File: config.mk
export PLATFORM = sky130hd
export DESIGN_NAME = uart_fifo_seq_ctrl
export DESIGN_NICKNAME = d
export VERILOG_FILES = /design/src/rtl/uart_fifo_seq_ctrl.sv
export SDC_FILE = /design/constraint.sdc
export NUM_CORES = 1
export LEC_CHECK = 0
export BUFFER_PORTS_ARGS = -buffer_cell sky130_fd_sc_hd__buf_2
export CORE_MARGIN = 2
export CORE_UTILIZATION = 45
export DETAILED_ROUTE_END_ITERATION = 8
export GPL_ROUTABILITY_DRIVEN = 0
export PLACE_DENSITY = 0.87
export SKIP_CTS_REPAIR_TIMING = 1
export SYNTH_ARGS = -nofsm -noshare
export SYNTH_HDL_FRONTEND = slang
export SYNTH_SLANG_ARGS = --single-unit
File: constraint.sdc
create_clock -name CLK -period 3.3 [get_ports CLK]
set_clock_uncertainty 0.2 [all_clocks]
set_input_delay 0.66 -clock CLK [delete_from_list [all_inputs] [get_ports CLK]]
set_output_delay 0.66 -clock CLK [all_outputs]
set_load 0.02 [all_outputs]
File: src/rtl/uart_fifo_seq_ctrl.sv
// rtl/uart_fifo_seq_ctrl.sv - write gating, occupancy tracking and read sequencing for one UART byte FIFO
module uart_fifo_seq_ctrl #(
  parameter int         DEPTH      = 256,
  parameter int         RD_LATENCY = 2,
  parameter logic [7:0] LEVEL      = 8'd255
) (
  input  logic                       CLK,
  input  logic                       RESET,
  input  logic                       wr_req,
  input  logic [7:0]                 wr_data,
  output logic                       wr_ack,
  input  logic                       level_ld,
  input  logic [7:0]                 level_in,
  output logic                       fifo_we,
  output logic [7:0]                 fifo_di,
  output logic                       fifo_re,
  input  logic [7:0]                 fifo_do,
  input  logic                       fifo_empty,
  input  logic                       fifo_full,
  output logic [7:0]                 fifo_level,
  output logic                       tx_valid,
  output logic [7:0]                 tx_data,
  input  logic                       tx_ready,
  output logic [$clog2(DEPTH):0]     count,
  output logic                       almost_full,
  output logic                       overflow,
  input  logic                       clr_status
);

  localparam int         CW       = $clog2(DEPTH) + 1;
  localparam logic [1:0] LAT_INIT = 2'(RD_LATENCY - 1);

  typedef enum logic [1:0] {IDLE, READ, WAIT, HOLD} state_t;

  state_t          state_q, state_d;
  logic [1:0]      lat_q, lat_d;
  logic            tx_valid_q, tx_valid_d;
  logic [7:0]      tx_data_q, tx_data_d;
  logic [CW-1:0]   count_q, count_d;
  logic [7:0]      level_q, level_d;
  logic            overflow_q, overflow_d;
  logic            full_i;
  logic            wr_ok;
  logic            rd_avail;

  // Write gating, occupancy and status; count already excludes a byte once it is strobed out.
  always_comb begin
    full_i     = (count_q == CW'(DEPTH)) | fifo_full;
    wr_ok      = wr_req & ~full_i;
    overflow_d = (overflow_q & ~clr_status) | (wr_req & full_i);
    level_d    = level_ld ? level_in : level_q;
    count_d    = count_q + CW'(wr_ok) - CW'(fifo_re);
  end

  always_ff @(posedge CLK) begin
    if (RESET) begin
      count_q    <= '0;
      level_q    <= LEVEL;
      overflow_q <= 1'b0;
    end else begin
      count_q    <= count_d;
      level_q    <= level_d;
      overflow_q <= overflow_d;
    end
  end

  always_ff @(posedge CLK) begin
    if (RESET) begin
      state_q    <= IDLE;
      lat_q      <= '0;
      tx_valid_q <= 1'b0;
      tx_data_q  <= '0;
    end else begin
      state_q    <= state_d;
      lat_q      <= lat_d;
      tx_valid_q <= tx_valid_d;
      tx_data_q  <= tx_data_d;
    end
  end

  // WAIT spans RD_LATENCY cycles so the capture lines up with the FIFO's two-stage read path.
  always_comb begin
    rd_avail   = (count_q != '0) & ~fifo_empty;
    state_d    = state_q;
    lat_d      = lat_q;
    tx_valid_d = tx_valid_q;
    tx_data_d  = tx_data_q;
    case (state_q)
      IDLE: if (rd_avail) state_d = READ;
      READ: begin
        state_d = WAIT;
        lat_d   = LAT_INIT;
      end
      WAIT: begin
        if (lat_q == 2'd0) begin
          tx_data_d  = fifo_do;
          tx_valid_d = 1'b1;
          state_d    = HOLD;
        end else begin
          lat_d = lat_q - 2'd1;
        end
      end
      HOLD: begin
        if (tx_ready) begin
          tx_valid_d = 1'b0;
          state_d    = rd_avail ? READ : IDLE;
        end
      end
      default: state_d = IDLE;
    endcase
  end

  always_comb begin
    fifo_re = (state_q == READ);
  end

  assign wr_ack      = wr_ok;
  assign fifo_we     = wr_ok;
  assign fifo_di     = wr_data;
  assign fifo_level  = level_q;
  assign tx_valid    = tx_valid_q;
  assign tx_data     = tx_data_q;
  assign count       = count_q;
  assign almost_full = (count_q >= CW'(level_q));
  assign overflow    = overflow_q;

endmodule

==> Word-level counts from Yosys, hierarchy flattened <==
Cells that the tools add are included.
Widths: inputs -> output; s select.
{ "op_classes": {"n_addsub": 3, "n_mul": 0, "n_div": 0, "order_cmp": 1, "n_eq_ne": 8, "shift": 0, "n_mux": 10, "bitwise_logic": 9, "reduce_logical": 9} }
{ "op_table": {"columns": ["operator", "count"], "rows": [
  ["$add 9x1->9", 1],
  ["$eq 9x9->1 const B", 1],
  ["$ge 9x8->1", 1],
  ["$reduce_bool 9->1", 1],
  ["$sub 9x1->9", 1],
  ["$mux 2", 4],
  ["$ne 2x2->1 const B", 4],
  ["$pmux 2 s4", 1],
  ["$reduce_and 3->1", 2],
  ["$and 1x1->1", 4],
  ["$eq 2x2->1 const B", 2],
  ["$logic_not 2->1", 2],
  ["$pmux 2 s2", 1],
  ["$reduce_and 2->1", 2],
  ["$reduce_bool 2->1", 2],
  ["$mux 1", 3],
  ["$not 1->1", 3],
  ["$eq 2x1->1 const B", 1],
  ["$or 1x1->1", 2],
  ["$pmux 1 s2", 1],
  ["$sub 2x1->2 const B", 1]
]} }
{ "totals": {"regBits": 31, "latchBits": 0, "mem_bits_rw": 0, "rom_bits": 0, "input_bits": 32, "output_inout_bits": 39, "elab_cells": 47, "mem_count": 0} }

==> Logic depth before layout (Yosys ltp) <==
{ "depth": {"word_depth": 6, "depth_mapped": 14, "ltp_nobuf": 14} }

==> Least setup slack after synthesis <==
No wires, ideal clock.
{ "synth_path": {"kind": "flip-flop to flip-flop", "from": "register count_q[2] (netlist: count[2])", "to": "register count_q[8] (netlist: count[8])", "arrival_time_ns": 2.663, "setup_slack_ns": 0.320, "stages_incl_launch_ff": 15, "period_less_slack_ns": 2.980, "cell_sequence": "dfxtp_1 -> inv_1 -> ha_1 -> nand3b_1 -> nor2_1 -> a21oi_1 -> and2_1 -> ha_1 -> inv_1 -> fa_1 -> nor2b_4 -> o311ai_2 -> a211oi_1 -> or4_1 -> o21ai_1"} }
{ "synth_via": {"elab_chain_len": 6} }
{ "synth_rtl": {"columns": ["element", "line", "text"], "rows": [
  ["from (decl)", "39", "logic [CW-1:0] count_q, count_d;"],
  ["from (signal assigned)", "61", "count_q <= count_d;"],
  ["$eq 9x9->1", "48", "full_i = (count_q == CW'(DEPTH)) | fifo_full;"],
  ["$or 1x1->1", "48", null],
  ["$not 1->1", "49", "wr_ok = wr_req & ~full_i;"],
  ["$and 1x1->1", "49", null],
  ["net fifo_we", "14", "output logic fifo_we,"],
  ["$add 9x1->9", "52", "count_d = count_q + CW'(wr_ok) - CW'(fifo_re);"],
  ["$sub 9x1->9", "52", null]
]} }
The timed path passes the listed nets, and every way through them passes these cells.
A chain may end at the register's enable or synchronous reset.

==> Worst setup path after layout <==
{ "layout_path": {"from": "register count_q[6] (netlist: count[6])", "to": "register count_q[8] (netlist: count[8])"} }
{ "layout_via": {"elab_chain_len": 6} }
{ "layout_rtl": {"columns": ["element", "line"], "rows": [
  ["$eq 9x9->1", "48"],
  ["$or 1x1->1", "48"],
  ["$not 1->1", "49"],
  ["$and 1x1->1", "49"],
  ["$add 9x1->9 (*)", "52"],
  ["$sub 9x1->9 (*)", "52"]
]} }
Every way passes the cells marked *; elsewhere a longest branch is shown, timed or not.

==> impl_metrics.ini <==
[status]
outcome = finished, final reports clean

[sta]
slew_headroom_pct = 70.1
final_hold_viol_count = 0
drv_slew = 0
period_minus_slack_ps = 2900
fin_crit_sh_pct = 87.8
rsz0062_at_grt = no
tightest_slew_ps = 449
fmax_mhz = 345
finalSetupViolCount = 0
tns_ps = 0

[critical_path]
rr_worst_depth = 14
arrival_ps = 2870
reg2reg_to = count[8]
worstPathRequired_ps = 3280
start_kind = register
crit_path_max_fanout = 4
r2r_start = count[6]
ff2ff_setup_slack_ps = 400
critical_path_class = reg -> reg
critPathCaptureType = register

[clock_network]
clock_latency_ps = 280
clk_pin_slew_worst_paths_ps = 70
cts_tree = built
clock_sinks = 31
clockBufferDepth = 2
clockRootBuffer = clkbuf_8
cts_buffers = 5
htree_num_levels = 2

[hold_path]
holdPathStages = 2
worstHoldStart = tx_data[7]
hp-class = reg -> reg
whs_endpoint = tx_data[7]

[final_layout]
final_area_um2 = 2170
n_fill_cell = 354
n_antenna_cell = 0
fin_nets = 326
layout-drive-gt1-share_pct = 25.5
area.growth.synth_to_final_pct = 17.9

[synthesis]
ys_seq_area_share_pct = 33.7
avgSynthCellArea_um2 = 8.33
synth_seq_cells = 31
synthFlopType = dfxtp_1
async_reset_ff_share_pct = 0
mappedNetlistNets = 280
syn-cell-area_um2 = 1840
synth_cells = 221
ys_warn_count = 0
synth-edff-count = 0
ys_types = 36

[power]
ir_drop_mv = 0.349
p_per_area_nw_per_um2 = 961
leakagePower_nw = 1.10

[floorplan]
die_y_um = 68.0
dieArea_um2 = 4620
die_x_um = 68.0
num_rows = 23
coreArea_um2 = 3970
ioPinCount = 71
initial_core_util_pct = 46.3

[global_routing]
grt_max_degree = 25
grt_overflow = 0
grt_use_total_pct = 17.6
antenna_found_initial = 0
grt_pass1_wl_um = 6180
grt_pass1_vias = 1495

[routing]
vias = 1592
drtPass1Iterations = 4
via_per_inst = 5.02
wl_per_cell_um = 12.4
wl_um = 3930
ant_nets = 0
drc = 0
drt_iter0_drc = 60

[placement]
io_buffers = 54
dpl.hpwl_um = 3060
place_area_um2 = 2080

[flow_run]
maxCapViolations = 0
==> registers in the layout (all words and copies together), names as in the netlist <==
signal / cells
count: 9
overflow: 1
tx_valid: 1
state_q: 2
lat_q: 2
tx_data: 8
fifo_level: 8
==> worst max-delay path by stage <==
| stage | from | to | slack, ps | cells after the start |
|---|---|---|---|---|
| detailed placement | count[6] | count[8] | 420 | 14 |
| CTS | count[6] | count[8] | 410 | 14 |
| finish | count[6] | count[8] | 400 | 14 |
| global placement | count[5] | count[8] | 510 | 14 |
| floorplan | count[2] | count[8] | 320 | 14 |
| global route | count[6] | count[8] | 170 | 14 |
==> kinds of logic (layout without fill, tap and decap cells) <==
logic type / after synthesis / count (layout) / synth area share [%]
adder cells (fa/ha/maj): 27 / 27 / 18.8
AND/OR/NAND/NOR: 69 / 69 / 17.8
flip-flops: 31 / 31 / 33.7
XOR/XNOR: 3 / 3 / 1.43
multiplexers: 3 / 3 / 1.70
AO/OA/AOI/OAI: 47 / 47 / 16.4
buffers and inverters: 41 / 87 / 10.2
==> cell usage after synthesis, types with 2 or more instances <==
| master | instances | share of area, % |
|---|---|---|
| dfxtp_1 | 31 | 34 |
| nand2_1 | 30 | 6.1 |
| ha_1 | 26 | 18 |
| inv_1 | 26 | 5.3 |
| a21oi_1 | 21 | 5.7 |
| nor2_1 | 17 | 3.5 |
| buf_4 | 9 | 3.7 |
| o211ai_1 | 7 | 2.9 |
| clkbuf_1 | 6 | 1.2 |
| nand2b_1 | 6 | 2.0 |
| a211oi_1 | 5 | 2.0 |
| o21ai_0 | 5 | 1.4 |
| nor3_1 | 4 | 1.1 |
| a21o_1 | 2 | 0.82 |
| and2_1 | 2 | 0.68 |
| mux2i_1 | 2 | 1.1 |
| nand3_1 | 2 | 0.54 |
| xnor2_1 | 2 | 0.95 |
==> cell usage in the layout, fill, tap and decap left out, types with 2 or more instances in the layout <==
| master | Yosys | final |
|---|---|---|
| o21ai_0 | 5 | 5 |
| nor2_1 | 17 | 17 |
| mux2i_1 | 2 | 2 |
| and2_1 | 2 | 2 |
| nor3_1 | 4 | 4 |
| buf_2 | 0 | 54 |
| a211oi_1 | 5 | 5 |
| a21oi_1 | 21 | 21 |
| xnor2_1 | 2 | 2 |
| clkbuf_8 | 0 | 6 |
| a21o_1 | 2 | 2 |
| o211ai_1 | 7 | 7 |
| nand2_1 | 30 | 30 |
| nand2b_1 | 6 | 6 |
| dfxtp_1 | 31 | 31 |
| ha_1 | 26 | 26 |
| inv_1 | 26 | 26 |
| nand3_1 | 2 | 2 |
==> power by group <==
group,switching (mW),internal (mW),leakage [nW]
sequential,0.0911,0.481,0.256
clock,0.139,0.163,0.0470
combinational,0.692,0.519,0.797
total,0.922,1.16,1.10
==> routing by layer <==
layer | GRT usage (%) | vias up | share of wire [%]
met5 | 0 | - | 0
met2 | 30.3 | 29 | 50
met4 | 8.25 | 0 | 3.0
met3 | 4.28 | 12 | 4.3
li1 | - | 818 | -
met1 | 20.4 | 733 | 43
==> cell type report <==
cell class                      count  area (um^2)  share of cell area, %
Sequential cell                    31          621                   28.6
Clock buffer                        6         82.6                   3.80
Timing Repair Buffer               54          270                   12.4
Tap cell                           50         62.6                   2.88
Inverter                           26         97.6                   4.50
Clock inverter                      1         5.00                  0.231
Multi-Input combinational cell    149         1030                   47.6
==> worst max-delay path, cell delays in order, from the launching register on <==
cell      delay, ps
dfxtp_1         390
inv_1            90
ha_1            210
nand3b_1        100
nor2_1           50
a21oi_1         170
and2_1          190
ha_1            190
inv_1            60
fa_1            410
nor2b_4         160
o311ai_2        110
a211oi_1        270
or4_1           150
o21ai_1          50
==> metrics by stage <==
step	hold slack, ps	worst slack [ps]	cells	utilization, %	total power, mW
after floorplan	254	320	221	-	1.51
after global placement	240	510	310	52.5	1.74
after detailed placement	243	416	310	52.5	1.78
after CTS	252	406	317	54.7	2.09
after global routing	278	171	317	54.7	2.28
final	252	404	317	54.7	2.09
Note: power is estimated with default switching activity, not from simulation.
